==> src/rtl/uart_rom_loader.sv <==
// uart_rom_loader
// Writer side of the instruction ROM. Receives a program image over a UART
// RX line, assembles little-endian 32-bit words and writes them through the
// ROM write port. It holds the core for the whole load. After a good load it
// pulses the core reset so software boots from the freshly written image.
//
// Frame: 0xA5 | count lo | count hi | N x 4 data bytes | [checksum]
//
// Optional build macro LOADER_CSUM_EN: when defined, a checksum byte follows
// the data. That byte must equal the XOR of all count and data bytes, or the
// frame is aborted.
//
// Ports:
//   clk_100MHz  system clock
//   arst_n      synchronous active-low reset (historical name)
//   uart_rx     asynchronous serial input, idle high
//   rom_we      one-cycle ROM write strobe per word
//   rom_waddr   ROM word address
//   rom_wdata   ROM write data
//   hold        stall request to the core (active during a frame)
//   core_rst_n  active-low core reset, pulsed for RST_CYC cycles after a load
//   busy        frame in progress
//   done        sticky: last frame loaded OK
//   err         sticky: last frame aborted
module uart_rom_loader #(
  parameter int unsigned CLK_FREQ    = 100000000,
  parameter int unsigned BAUD        = 115200,
  parameter int unsigned ADDR_W      = 12,
  parameter int unsigned TIMEOUT_CYC = 1000000,
  parameter int unsigned RST_CYC     = 8
) (
  input  logic              clk_100MHz,
  input  logic              arst_n,
  input  logic              uart_rx,
  output logic              rom_we,
  output logic [ADDR_W-1:0] rom_waddr,
  output logic [31:0]       rom_wdata,
  output logic              hold,
  output logic              core_rst_n,
  output logic              busy,
  output logic              done,
  output logic              err
);

  localparam int unsigned CPB   = CLK_FREQ / BAUD;
  localparam int unsigned HALF  = CPB / 2;
  localparam int unsigned BC_W  = $clog2(CPB + 1);
  localparam int unsigned TO_W  = $clog2(TIMEOUT_CYC + 1);
  localparam int unsigned RC_W  = $clog2(RST_CYC + 1);
  localparam int unsigned DEPTH = 2 ** ADDR_W;

  // ---------------- RX front end ----------------
  typedef enum logic [1:0] {RX_IDLE, RX_START, RX_DATA, RX_STOP} rx_state_t;

  rx_state_t       rx_state, rx_state_nx;
  logic [1:0]      rx_sync;
  logic            rx_prev;
  logic [BC_W-1:0] rx_cnt, rx_cnt_nx;
  logic [2:0]      rx_bit, rx_bit_nx;
  logic [7:0]      rx_byte, rx_byte_nx;
  logic            rx_valid, rx_valid_nx;
  logic            rx_err, rx_err_nx;
  logic            rx_in;

  assign rx_in = rx_sync[1];

  always_ff @(posedge clk_100MHz) begin
    if (!arst_n) begin
      rx_sync  <= 2'b11;
      rx_prev  <= 1'b1;
      rx_state <= RX_IDLE;
      rx_cnt   <= '0;
      rx_bit   <= '0;
      rx_byte  <= '0;
      rx_valid <= 1'b0;
      rx_err   <= 1'b0;
    end else begin
      rx_sync  <= {rx_sync[0], uart_rx};
      rx_prev  <= rx_in;
      rx_state <= rx_state_nx;
      rx_cnt   <= rx_cnt_nx;
      rx_bit   <= rx_bit_nx;
      rx_byte  <= rx_byte_nx;
      rx_valid <= rx_valid_nx;
      rx_err   <= rx_err_nx;
    end
  end

  // Sampling points: mid start bit (HALF after the edge), then every CPB.
  always_comb begin
    rx_state_nx = rx_state;
    rx_cnt_nx   = rx_cnt + BC_W'(1);
    rx_bit_nx   = rx_bit;
    rx_byte_nx  = rx_byte;
    rx_valid_nx = 1'b0;
    rx_err_nx   = 1'b0;
    case (rx_state)
      RX_IDLE: begin
        rx_cnt_nx = '0;
        if (rx_prev && !rx_in) rx_state_nx = RX_START;
      end
      RX_START: begin
        if (rx_cnt == BC_W'(HALF - 1)) begin
          rx_cnt_nx   = '0;
          rx_bit_nx   = '0;
          // A line already back high is a glitch, not a start bit.
          rx_state_nx = rx_in ? RX_IDLE : RX_DATA;
        end
      end
      RX_DATA: begin
        if (rx_cnt == BC_W'(CPB - 1)) begin
          rx_cnt_nx  = '0;
          rx_byte_nx = {rx_in, rx_byte[7:1]};
          rx_bit_nx  = rx_bit + 3'd1;
          if (rx_bit == 3'd7) rx_state_nx = RX_STOP;
        end
      end
      RX_STOP: begin
        if (rx_cnt == BC_W'(CPB - 1)) begin
          rx_state_nx = RX_IDLE;
          rx_valid_nx = rx_in;
          rx_err_nx   = !rx_in;
        end
      end
      default: rx_state_nx = RX_IDLE;
    endcase
  end

  // ---------------- Loader FSM ----------------
  typedef enum logic [2:0] {
    L_IDLE, L_CNT_LO, L_CNT_HI, L_DATA,
`ifdef LOADER_CSUM_EN
    L_CSUM,
`endif
    L_BOOT
  } ld_state_t;

  ld_state_t         state, state_nx;
  logic [7:0]        cnt_lo, cnt_lo_nx;
  logic [ADDR_W-1:0] last_idx, last_idx_nx;
  logic [1:0]        byte_idx, byte_idx_nx;
  logic [23:0]       asm_q, asm_nx;
  logic [TO_W-1:0]   to_cnt, to_cnt_nx;
  logic [RC_W-1:0]   boot_cnt, boot_cnt_nx;
  logic              we_nx, hold_nx, core_rst_n_nx, busy_nx, done_nx, err_nx;
  logic [ADDR_W-1:0] waddr_nx;
  logic [31:0]       wdata_nx;
  logic [15:0]       n_rx;
  logic              active, timeout, abort, frame_end, go_boot;
`ifdef LOADER_CSUM_EN
  logic [7:0]        csum_q, csum_nx;
`endif

  always_ff @(posedge clk_100MHz) begin
    if (!arst_n) begin
      state      <= L_IDLE;
      cnt_lo     <= '0;
      last_idx   <= '0;
      byte_idx   <= '0;
      asm_q      <= '0;
      to_cnt     <= '0;
      boot_cnt   <= '0;
      rom_we     <= 1'b0;
      rom_waddr  <= '0;
      rom_wdata  <= '0;
      hold       <= 1'b0;
      core_rst_n <= 1'b1;
      busy       <= 1'b0;
      done       <= 1'b0;
      err        <= 1'b0;
`ifdef LOADER_CSUM_EN
      csum_q     <= '0;
`endif
    end else begin
      state      <= state_nx;
      cnt_lo     <= cnt_lo_nx;
      last_idx   <= last_idx_nx;
      byte_idx   <= byte_idx_nx;
      asm_q      <= asm_nx;
      to_cnt     <= to_cnt_nx;
      boot_cnt   <= boot_cnt_nx;
      rom_we     <= we_nx;
      rom_waddr  <= waddr_nx;
      rom_wdata  <= wdata_nx;
      hold       <= hold_nx;
      core_rst_n <= core_rst_n_nx;
      busy       <= busy_nx;
      done       <= done_nx;
      err        <= err_nx;
`ifdef LOADER_CSUM_EN
      csum_q     <= csum_nx;
`endif
    end
  end

  always_comb begin
    state_nx      = state;
    cnt_lo_nx     = cnt_lo;
    last_idx_nx   = last_idx;
    byte_idx_nx   = byte_idx;
    asm_nx        = asm_q;
    to_cnt_nx     = '0;
    boot_cnt_nx   = boot_cnt;
    we_nx         = 1'b0;
    waddr_nx      = rom_waddr;
    wdata_nx      = rom_wdata;
    hold_nx       = hold;
    core_rst_n_nx = core_rst_n;
    busy_nx       = busy;
    done_nx       = done;
    err_nx        = err;
`ifdef LOADER_CSUM_EN
    csum_nx       = csum_q;
`endif
    n_rx      = {rx_byte, cnt_lo};
    abort     = 1'b0;
    frame_end = 1'b0;
    go_boot   = 1'b0;
    active    = (state != L_IDLE) && (state != L_BOOT);
    // Timeout is checked without regard to rx_valid so it wins a tie.
    timeout   = active && (to_cnt == TO_W'(TIMEOUT_CYC - 1));
    if (active && !rx_valid) to_cnt_nx = to_cnt + TO_W'(1);

    case (state)
      L_IDLE: begin
        if (rx_valid && rx_byte == 8'hA5) begin
          state_nx = L_CNT_LO;
          busy_nx  = 1'b1;
          hold_nx  = 1'b1;
          done_nx  = 1'b0;
          err_nx   = 1'b0;
          waddr_nx = '0;
`ifdef LOADER_CSUM_EN
          csum_nx  = 8'h00;
`endif
        end
      end
      L_CNT_LO: begin
        if (rx_valid) begin
          cnt_lo_nx = rx_byte;
          state_nx  = L_CNT_HI;
`ifdef LOADER_CSUM_EN
          csum_nx   = csum_q ^ rx_byte;
`endif
        end
      end
      L_CNT_HI: begin
        if (rx_valid) begin
`ifdef LOADER_CSUM_EN
          csum_nx = csum_q ^ rx_byte;
`endif
          last_idx_nx = ADDR_W'(n_rx - 16'd1);
          byte_idx_nx = '0;
          if (32'(n_rx) > DEPTH) abort = 1'b1;
          else if (n_rx == 16'd0) frame_end = 1'b1;
          else state_nx = L_DATA;
        end
      end
      L_DATA: begin
        // Address advances the cycle after each strobe; the final strobe
        // also ends the data phase.
        if (rom_we) begin
          waddr_nx = rom_waddr + ADDR_W'(1);
          if (rom_waddr == last_idx) frame_end = 1'b1;
        end
        if (rx_valid) begin
          byte_idx_nx = byte_idx + 2'd1;
`ifdef LOADER_CSUM_EN
          csum_nx = csum_q ^ rx_byte;
`endif
          case (byte_idx)
            2'd0:    asm_nx[7:0]   = rx_byte;
            2'd1:    asm_nx[15:8]  = rx_byte;
            2'd2:    asm_nx[23:16] = rx_byte;
            default: begin
              we_nx    = 1'b1;
              wdata_nx = {rx_byte, asm_q};
            end
          endcase
        end
      end
`ifdef LOADER_CSUM_EN
      L_CSUM: begin
        if (rx_valid) begin
          if (rx_byte == csum_q) go_boot = 1'b1;
          else abort = 1'b1;
        end
      end
`endif
      L_BOOT: begin
        boot_cnt_nx = boot_cnt + RC_W'(1);
        if (boot_cnt == RC_W'(RST_CYC - 1)) begin
          state_nx      = L_IDLE;
          core_rst_n_nx = 1'b1;
          hold_nx       = 1'b0;
          busy_nx       = 1'b0;
          done_nx       = 1'b1;
        end
      end
      default: state_nx = L_IDLE;
    endcase

`ifdef LOADER_CSUM_EN
    if (frame_end) state_nx = L_CSUM;
`else
    if (frame_end) go_boot = 1'b1;
`endif

    if (go_boot) begin
      state_nx      = L_BOOT;
      core_rst_n_nx = 1'b0;
      boot_cnt_nx   = '0;
    end

    if (abort || (active && (rx_err || timeout))) begin
      state_nx = L_IDLE;
      err_nx   = 1'b1;
      busy_nx  = 1'b0;
      hold_nx  = 1'b0;
      we_nx    = 1'b0;
    end
  end

endmodule

==> config.mk <==
export PLATFORM = sky130hd
export DESIGN_NAME = uart_rom_loader
export DESIGN_NICKNAME = d
export VERILOG_FILES = /design/src/rtl/uart_rom_loader.sv
export SDC_FILE = /design/constraint.sdc
export NUM_CORES = 1
export LEC_CHECK = 0
export ABC_AREA = 0
export CORE_MARGIN = 3
export CORE_UTILIZATION = 35
export CTS_CLUSTER_SIZE = 20
export DETAILED_ROUTE_END_ITERATION = 12
export PLACE_DENSITY = 0.54
export SLEW_MARGIN = 20
export SYNTH_ARGS = -nofsm -noshare
export SYNTH_HDL_FRONTEND = slang
export SYNTH_SLANG_ARGS = --single-unit
==> constraint.sdc <==
create_clock -name clk_100MHz -period 2.15 [get_ports clk_100MHz]
set_clock_uncertainty 0.1 [all_clocks]
set_input_delay 0.3225 -clock clk_100MHz [delete_from_list [all_inputs] [get_ports clk_100MHz]]
set_output_delay 0.3225 -clock clk_100MHz [all_outputs]
set_load 0.01 [all_outputs]
==> impl_metrics.ini <==
[placed_design]
dp_hpwl_um = 9970
io_buffers = 52
dpl.cell_count = 1007
dp_slack_ns = 0.0648
gp_routability_congestion = 0.853

[power_and_ir_drop]
ir_drop_v = 0.000537
p_per_area_mw_per_mm2 = 769
p_leak_nw = 2.76
power_w = 0.00598

[synthesis]
syn-cell-area_mm2 = 0.00628
avgSynthCellArea_um2 = 8.40
synthDistinctLibCells = 53
ys.warnings.count = 0
synth_seq_cells = 150
synth_edf_count = 0
netlist_instances = 747
yosysSeqAreaShare = 0.478
postSynth.asyncResetShare = 0
synth_flop_cell = dfxtp_1
syn-num-nets = 762

[layout]
n_antenna_cell = 0
multi_input_area_mm2 = 0.00308
regArea_mm2 = 0.00300
layout_common_cells = dfxtp_1, nand2_1, nor2_1
fillers = 1716
drive_gt1_frac = 0.0899
num-nets-final = 816
layout_commonest_cell = dfxtp_1
final_cells = 1037
area_growth_pct = 23.8

[setup_path]
reg2reg_setup_slack_ns = 0.16
r2r_start = cnt_lo[1]
rr_endpoint = state[2]
required_ns = 2.40
cp-start-kind = flop
worstSetupEndpointType = flop
criticalPathCategory = reg2reg
cp.arrival_ns = 2.24
critical_path_peak_fanout = 3
r2r_cells = 8

[sta]
min_period_ns = 1.99
report.final.slew_viol_count = 0
finalCritPeriodShare = 0.925
max_slew.worst_pin.slew_ns = 0.673
finalHoldViolCount = 0
setup_slack_ns = 0.162
tns_ns = 0
fmax_mhz = 503
rsz0062_at_grt = false
setup_violations = 0
relSlewSlack = 0.551

[run_status]
status = completed

[global_route]
grt_max_degree = 90
grt_pass1_vias = 5069
track_usage = 0.151
grt_overflow = 0
grt_pass1_wl_um = 24700
antenna_found_initial = 0

[worst_hold_path]
min_from = rx_sync[0]
whs_path_depth = 1
min_to = rx_sync[1]
hp-class = reg2reg

[die]
rows = 48
die_h_um = 140
die_area_mm2 = 0.0196
io-pin-count = 53
start_util = 0.360
die_w_um = 140
coreArea_mm2 = 0.0174

[clock_tree]
cts_buffers = 17
post_cts_buffers = 0
clk_pin_slew_ns = 0.06
cts_tree = built
cts_sinks = 150
cts.path.max_buffers = 2
h-tree-depth = 4
hold_buffers = 0
clk_latency_ns = 0.42
root_buffer = clkbuf_16

[run]
drv_cap = 0

[detailed_routing]
post_drt_wl_per_cell_um = 13.9
wirelength_um = 14400
drc_errors = 0
drtPass1Iterations = 5
viasPerCell = 4.97
drtAntennaViolNets = 0
drt_iter0_drc = 333
vias = 5157
## cell usage after synthesis, drive strengths merged (2+ instances only)
| cell | number | area share |
|---|---|---|
| a211oi | 11 | 0.013 |
| a21oi | 80 | 0.064 |
| a31oi | 5 | 0.0050 |
| and2 | 4 | 0.0040 |
| and3 | 8 | 0.0080 |
| and4 | 3 | 0.0042 |
| and4bb | 2 | 0.0040 |
| buf | 11 | 0.0088 |
| clkbuf | 33 | 0.021 |
| dfxtp | 150 | 0.48 |
| ha | 12 | 0.024 |
| inv | 11 | 0.0066 |
| mux2i | 7 | 0.011 |
| nand2 | 139 | 0.083 |
| nand2b | 4 | 0.0040 |
| nand3 | 46 | 0.037 |
| nand3b | 3 | 0.0036 |
| nand4 | 12 | 0.013 |
| nor2 | 82 | 0.049 |
| nor2b | 4 | 0.0040 |
| nor3 | 6 | 0.0048 |
| nor3b | 4 | 0.0048 |
| nor4 | 10 | 0.012 |
| nor4b | 3 | 0.0042 |
| o2111ai | 3 | 0.0042 |
| o21ai | 11 | 0.0094 |
| or2 | 2 | 0.0020 |
| or3 | 7 | 0.0078 |
| or4 | 4 | 0.0048 |
| or4b | 2 | 0.0032 |
| xnor2 | 22 | 0.031 |
| xor2 | 36 | 0.050 |
## worst max-delay path, cell delays in order (launching register included)
cell	delay, ns
dfxtp_1	0.32
inv_1	0.09
ha_1	0.16
nor4b_2	0.21
buf_4	0.16
nand3_1	0.09
or4_1	0.50
and3_1	0.20
nor2_1	0.08
## cell families after synthesis
group | share of synthesized area
muxes | 0.0112
and+or+nand+nor | 0.263
buffers and inverters | 0.0367
adders and majority gates | 0.0239
DFF | 0.478
AOI/OAI and AO/OA | 0.105
xor gates and xnor gates | 0.0809
## routing by layer
metal,global-route usage,vias to the layer above,share of wire,routed length [um]
li1,-,2641,-,-
met1,0.194,2422,0.47,6780
met2,0.248,80,0.47,6860
met3,0.0341,14,0.042,606
met4,0.0597,0,0.013,193
met5,0,-,0,0
## cell type report
cell class,instances,share of cell area
clock inverter,8,0.0190
inverter,11,0.00531
sequential,150,0.386
timing repair buffer,79,0.0963
clock buffer,22,0.0610
multi-input combinational,542,0.396
tap,225,0.0362
## power by group
group          switching, W   total, W  internal (W)  leakage (nW)
registers        0.00000409    0.00279       0.00278          1.21
logic             0.0000433  0.0000607     0.0000174          1.25
clock network       0.00111    0.00313       0.00202         0.306
## metrics by stage
step                      hold slack [ns]   util  cell area [um2]
after floorplan                     0.286      -             6280
after global placement              0.290  0.409             7120
after detailed placement            0.294  0.409             7120
after CTS                           0.308  0.444             7740
after global routing                0.340  0.446             7770
final                               0.307  0.446             7770
## sequential cells by signal, indices dropped and copies added, names as in the netlist, 2 cells and up, named ones only
register	cells
asm_q	24
byte_idx	2
rx_byte	8
rom_waddr	12
state	3
rx_cnt	10
rx_bit	3
rx_sync	2
to_cnt	20
rom_wdata	32
last_idx	12
cnt_lo	8
boot_cnt	4
## timing repair
item	4_1_cts	5_1_grt
hold endpoints to repair	0	0
gates resized for setup	0	8
endpoints found under the setup margin	0	33
## how the worst max path moves through the flow
stage                     startpoint     endpoint  slack [ns]  cells past startpoint
after detailed placement   cnt_lo[1]  boot_cnt[2]        0.06                      8
after floorplan            cnt_lo[0]  boot_cnt[0]        0.16                      7
after global placement     rx_cnt[8]    rx_cnt[2]        0.16                      5
after CTS                  cnt_lo[1]     state[0]        0.05                      8
after global routing       cnt_lo[1]     state[2]        0.02                      8
final                      cnt_lo[1]     state[2]        0.16                      8
Power figures use the tool's default switching activity.
